**src/rtl/skid_buffer_pkg.sv**
```systemverilog
// skid_buffer_pkg
// Shared definitions for the two-entry skid buffer: the control state type
// and the default word width.
package skid_buffer_pkg;

    // EMPTY: no entry valid; BUSY: main entry only; FULL: main and skid.
    typedef enum logic [1:0] {
        SKB_EMPTY = 2'd0,
        SKB_BUSY  = 2'd1,
        SKB_FULL  = 2'd2
    } skb_state_t;

    localparam int SKB_DEFAULT_LENGTH = 4;

endpackage : skid_buffer_pkg

```
**src/rtl/skid_data_reg.sv**
```systemverilog
// skid_data_reg
// LENGTH-wide data register with synchronous load enable and asynchronous
// active-low clear to zero. Holds its value whenever load is low, so an
// invalid entry simply keeps stale data.
//
// Ports:
//   clk    in   rising-edge clock
//   reset  in   asynchronous active-low clear (0 = clear)
//   load   in   capture d on the next rising edge
//   d      in   LENGTH-bit word to capture
//   q      out  LENGTH-bit stored word
module skid_data_reg
    import skid_buffer_pkg::*;
#(
    parameter int LENGTH = SKB_DEFAULT_LENGTH
) (
    input  logic              clk,
    input  logic              reset,
    input  logic              load,
    input  logic [LENGTH-1:0] d,
    output logic [LENGTH-1:0] q
);

    always_ff @(posedge clk or negedge reset) begin
        if (!reset) begin
            q <= '0;
        end else if (load) begin
            q <= d;
        end
    end

endmodule : skid_data_reg

```
**src/rtl/skid_buffer_l4.sv**
```systemverilog
// skid_buffer_l4
// Two-entry valid/ready pipeline register (skid buffer). A word arriving
// while the consumer stalls is parked in the skid entry, so in_ready can be
// a plain flop with no combinational path from out_ready while one word per
// cycle still flows when the consumer is ready.
//
// Handshake: a word moves on a rising edge when valid and ready are both
// high on that interface; a producer holds valid/data until it is taken, and
// out_data is stable while out_valid=1 and out_ready=0.
//
// Ports:
//   clk        in   rising-edge clock
//   reset      in   asynchronous active-low reset (0 = reset)
//   in_valid   in   upstream word present
//   in_data    in   upstream word (LENGTH bits)
//   in_ready   out  buffer accepts a word this cycle (registered)
//   out_valid  out  downstream word present (registered)
//   out_data   out  downstream word (LENGTH bits)
//   out_ready  in   downstream accepts this cycle
//   dbg_state  out  current control state (skb_state_t encoding)
//   flush      in   only with SKID_BUFFER_FLUSH_EN: squash both entries
//
// Optional feature macro: SKID_BUFFER_FLUSH_EN adds the flush input.
module skid_buffer_l4
    import skid_buffer_pkg::*;
#(
    parameter int LENGTH = SKB_DEFAULT_LENGTH
) (
    input  logic              clk,
    input  logic              reset,
    input  logic              in_valid,
    input  logic [LENGTH-1:0] in_data,
    output logic              in_ready,
    output logic              out_valid,
    output logic [LENGTH-1:0] out_data,
    input  logic              out_ready,
`ifdef SKID_BUFFER_FLUSH_EN
    input  logic              flush,
`endif
    output logic [1:0]        dbg_state
);

    skb_state_t        state;
    skb_state_t        state_nxt;
    logic              in_ready_q;
    logic              out_valid_q;
    logic              in_xfer;
    logic              out_xfer;
    logic              main_load;
    logic              skid_load;
    logic              main_from_skid;
    logic [LENGTH-1:0] main_d;
    logic [LENGTH-1:0] main_q;
    logic [LENGTH-1:0] skid_q;

    assign in_xfer  = in_valid & in_ready_q;
    assign out_xfer = out_valid_q & out_ready;

    // Next state and data-register load enables.
    always_comb begin
        state_nxt      = state;
        main_load      = 1'b0;
        skid_load      = 1'b0;
        main_from_skid = 1'b0;
        case (state)
            SKB_EMPTY: begin
                if (in_xfer) begin
                    main_load = 1'b1;
                    state_nxt = SKB_BUSY;
                end
            end
            SKB_BUSY: begin
                if (in_xfer && out_xfer) begin
                    main_load = 1'b1;
                end else if (in_xfer) begin
                    skid_load = 1'b1;
                    state_nxt = SKB_FULL;
                end else if (out_xfer) begin
                    state_nxt = SKB_EMPTY;
                end
            end
            SKB_FULL: begin
                // in_ready is low here, so only the drain path can fire.
                if (out_xfer) begin
                    main_load      = 1'b1;
                    main_from_skid = 1'b1;
                    state_nxt      = SKB_BUSY;
                end
            end
            default: begin
                // Unused encoding (skid without main): drop back to EMPTY.
                state_nxt = SKB_EMPTY;
            end
        endcase
`ifdef SKID_BUFFER_FLUSH_EN
        // Squash wins over any transfer in the same cycle; nothing is captured.
        if (flush) begin
            state_nxt      = SKB_EMPTY;
            main_load      = 1'b0;
            skid_load      = 1'b0;
            main_from_skid = 1'b0;
        end
`endif
    end

    // Control FSM with registered handshake outputs.
    always_ff @(posedge clk or negedge reset) begin
        if (!reset) begin
            state       <= SKB_EMPTY;
            out_valid_q <= 1'b0;
            in_ready_q  <= 1'b1;
        end else begin
            state       <= state_nxt;
            out_valid_q <= (state_nxt != SKB_EMPTY);
            in_ready_q  <= (state_nxt != SKB_FULL);
        end
    end

    assign main_d = main_from_skid ? skid_q : in_data;

    skid_data_reg #(.LENGTH(LENGTH)) u_main_reg (
        .clk   (clk),
        .reset (reset),
        .load  (main_load),
        .d     (main_d),
        .q     (main_q)
    );

    skid_data_reg #(.LENGTH(LENGTH)) u_skid_reg (
        .clk   (clk),
        .reset (reset),
        .load  (skid_load),
        .d     (in_data),
        .q     (skid_q)
    );

    assign in_ready  = in_ready_q;
    assign out_valid = out_valid_q;
    assign out_data  = main_q;
    assign dbg_state = state;

endmodule : skid_buffer_l4

```
**config.mk**
```make
export PLATFORM = sky130hd
export DESIGN_NAME = skid_buffer_l4
export DESIGN_NICKNAME = d
export VERILOG_FILES = /design/src/rtl/skid_buffer_pkg.sv /design/src/rtl/skid_data_reg.sv /design/src/rtl/skid_buffer_l4.sv
export SDC_FILE = /design/constraint.sdc
export NUM_CORES = 1
export LEC_CHECK = 0
export CORE_ASPECT_RATIO = 0.7
export CORE_MARGIN = 1
export CORE_UTILIZATION = 30
export CTS_CLUSTER_SIZE = 40
export DETAILED_ROUTE_END_ITERATION = 10
export SLEW_MARGIN = 20
export SYNTH_ARGS = -nofsm -noshare
export SYNTH_HDL_FRONTEND = slang
export SYNTH_SLANG_ARGS = --single-unit
```
**constraint.sdc**
```tcl
create_clock -name clk -period 1.9 [get_ports clk]
set_input_delay 0.57 -clock clk [delete_from_list [all_inputs] [get_ports clk]]
set_output_delay 0.57 -clock clk [all_outputs]
set_load 0.005 [all_outputs]
```
==> results.rst <==
.. list-table::
   :header-rows: 1

   * - Metric
     - Value
   * - Hold-fix buffers at CTS
     - 0
   * - Static Leak
     - 0.3389 nW
   * - Max-slew headroom
     - 63.38%
   * - Hold Violations, Final
     - 0
   * - Fraction of the mapped netlist area in simple logic gates
     - 10.02%
   * - Die Footprint
     - 2140 um^2
   * - Number of max-slew violations in the final report
     - 0
   * - Inst Count DP
     - 78
   * - Worst IR drop on VDD
     - 0.7506 mV
   * - Sinks on Clock Net
     - 12
   * - Count of cell types in the netlist
     - 19
   * - Final instance count without filler cells
     - 83
   * - Vertical die dimension
     - 39.01 um
   * - Nature of the critical path endpoint
     - flop
   * - Most frequent cells in the layout
     - 14 x clkdlybuf4s50_1, 11 x dfrtp_1, 4 x mux2_4, 4 x mux2_2, 4 x mux2_1
   * - Worst R2R Setup Slack
     - 0.34 ns
   * - Netlist Area Pre-Place
     - 586.8 um^2
   * - Net switching fraction of the power
     - 29.69%
   * - Fraction of layout cells with a size suffix above 1
     - 29.03%
   * - Initial antenna violation count
     - 0
   * - Main area contributors after synthesis
     - dfrtp_1 47%, mux2_4 10%, mux2_1 7.7%, mux2_2 7.7%, dfstp_2 4.5%
   * - Global Route met3 Usage
     - 8.235%
   * - Tightest Pin Transition
     - 0.5476 ns
   * - Arr. time, crit path
     - 2.00 ns
   * - Maximum number of pins on one net before global-route repair
     - 13
   * - I/O pin cnt
     - 16
   * - Max-cap viol count
     - 0
   * - Number of nets with antenna violations after routing
     - 0
   * - Core region area
     - 1712 um^2
   * - Switching pwr
     - 0.3550 mW
   * - Drt first pass iters
     - 2
   * - Detailed placement HPWL
     - 785.6 um
   * - GRT met1 Usage
     - 14.96%
   * - Maximum clock insertion buffer count
     - 2
   * - Comb pwr share
     - 46.5%
   * - Clock latency on the worst-skew pair
     - 0.27 ns
   * - Number of buffers inserted by port buffering
     - 15
   * - Clock slew at the register clock pins of the worst setup and hold paths
     - 0.07 ns
   * - Worst setup path class
     - input port to flop
   * - Overall via count from detail_route
     - 382
   * - Clock tree from TritonCTS
     - done
   * - Clock network fraction of total power
     - 13.8%
   * - Fraction of power consumed by sequential logic
     - 39.7%
   * - GR Util All Layers
     - 12.48%
   * - Root cell of the clock tree
     - clkbuf_4
   * - Wire length of the first global-routing pass
     - 1.662 mm
   * - Share of synthesized area spent on multiplexers
     - 27.29%
   * - FMAX
     - 542.6 MHz
   * - Busiest grt layer
     - met2
   * - Grt met2 use
     - 18.67%
   * - Cell type contributing the most total cell area after synthesis
     - dfrtp_1
   * - Fin Hold WS
     - 0.4932 ns
   * - Final RePlAce weighted congestion
     - 0.6052
   * - Layout Skew
     - 0.002925 ns
   * - Largest fanout on the critical path
     - 4
   * - Final period util
     - 97.00%
   * - Path category of the worst min-delay check
     - flop to flop
   * - RSZ-0062 raised after global routing
     - false
   * - Compound-Gate Fraction of Synth Area
     - 9.382%
   * - P per Cell Area
     - 1482 nW/um^2
   * - Via count of the first global-routing pass
     - 387
   * - Drt total wl
     - 1.036 mm
   * - CP required
     - 2.06 ns
   * - Type of element launching the critical path
     - input port
   * - Iteration-0 DRC count of the detailed router
     - 2
   * - Internal Pwr Total
     - 0.8406 mW
   * - Total of warnings raised by yosys
     - 0
   * - Xor and xnor area share after synthesis
     - 0%
   * - Count of final setup violators
     - 0
   * - Residual DRC
     - 0
   * - Post-synthesis sequential area ratio
     - 51.39%
   * - Layout Nets
     - 71
   * - Register bit count reported by yosys
     - 12
   * - Synthesized netlist net count
     - 49
   * - Average cell area after synthesis
     - 14.31 um^2
   * - Post-synthesis cell count
     - 41
   * - Overall overflow remaining after global route
     - 0
   * - WL/cell
     - 12.48 um
   * - Number of buffers created by CTS
     - 3
   * - Worst setup timing slack at the placement stage
     - -0.3451 ns
   * - Initial Utilization
     - 34.28%
   * - Dominant combinational cell family by area after synthesis
     - multiplexers
   * - Commonest non-fill, non-tap cell in the layout
     - clkdlybuf4s50_1
   * - Status
     - finished, final reports clean
   * - Die outline width
     - 54.86 um
   * - Setup slack after layout
     - 0.05703 ns
   * - Number of diodes
     - 0
   * - Std cell rows
     - 12
   * - Area overhead of the layout relative to synthesis
     - 37.53%
   * - Top cell type's share of synthesized area
     - 46.91%
   * - Setup_tns
     - 0 ns
   * - H-tree depth reported by CTS
     - 1
   * - Post-DR vias/cell
     - 4.602
   * - Synth Area in Adders
     - 0%
   * - Time the final worst path needs with I/O delays and setup
     - 1.843 ns
-- power by group through the flow --
stage | Combinational (mW) | Clock (mW) | Sequential, mW
finish | 0.556 | 0.165 | 0.474
global route | 0.608 | 0.189 | 0.493
CTS | 0.563 | 0.174 | 0.472
detailed placement | 0.543 | 0 | 0.483
global placement | 0.540 | 0 | 0.481
floorplan | 0.290 | 0 | 0.475
-- Yosys cell counts --
cell and n:
and3b_1 1, mux2_1 4, and2_1 1, o21a_1 1, a21oi_1 1, nor2_1 1
dfstp_2 1, and4b_1 1, mux2_4 4, mux2i_1 1, mux2_2 4, nand2_1 2
a21boi_1 1, and4bb_4 1, o21ai_0 3, buf_6 1, dfrtp_1 11, nand2b_1 1
a211oi_4 1
-- routing by layer --
layer	up-vias	part of all wire [%]
met1	184	53
met4	0	0
met2	10	41
li1	188	-
met3	0	6.1
met5	-	0
-- registers in the layout (all words and copies together), names as in the netlist --
signal        flops
u_main_reg.q      4
out_valid         1
in_ready          1
dbg_state         2
u_skid_reg.q      4
-- layout make-up --
type                            count  area, um^2
Sequential cell                    12       301.5
Tap cell                           21       26.28
Clock buffer                        4       26.28
Timing Repair Buffer               18       175.2
Fill cell                         170       904.6
Multi-Input combinational cell     28       277.8
-- final timing paths --
kind | depth (start not counted) | to | from
worst max-delay path | 4 | u_main_reg.q[1] | in_valid
worst min-delay path | 1 | u_skid_reg.q[0] | u_skid_reg.q[0]
worst max register to register | 4 | u_skid_reg.q[1] | in_ready
worst min register to register | 1 | u_skid_reg.q[0] | u_skid_reg.q[0]
max in group asynchronous | 1 | in_ready | reset
min in group asynchronous | 1 | u_skid_reg.q[2] | reset
-- kinds of logic (layout without fill, tap and decap cells) --
family | count (synthesis) | in the layout
AOI/OAI and AO/OA | 7 | 7
buffers and inverters | 1 | 22
DFF | 12 | 12
muxes | 13 | 13
and+or+nand+nor | 8 | 8
-- stage by stage --
| step | utilization, % | power (mW) | area (um^2) |
|---|---|---|---|
| 2_1_floorplan | - | 0.7654 | 586.8 |
| 3_3_place_gp | 44.81 | 1.021 | 767.0 |
| 3_5_place_dp | 44.81 | 1.026 | 767.0 |
| 4_1_cts | 46.86 | 1.209 | 802.0 |
| 5_1_grt | 47.15 | 1.290 | 807.0 |
| 6_report | 47.15 | 1.196 | 807.0 |
-- repair_timing --
action	4_1_cts	5_1_grt
setup endpoints to repair	5	2
gates resized for setup	1	2
setup buffers	1	0
-- critical path, stage by stage --
cell and delay (ns):
clkdlybuf4s50_1 0.46, and3b_1 0.25, a211oi_4 0.35, mux2_2 0.37
Note: power is estimated with default switching activity, not from simulation.
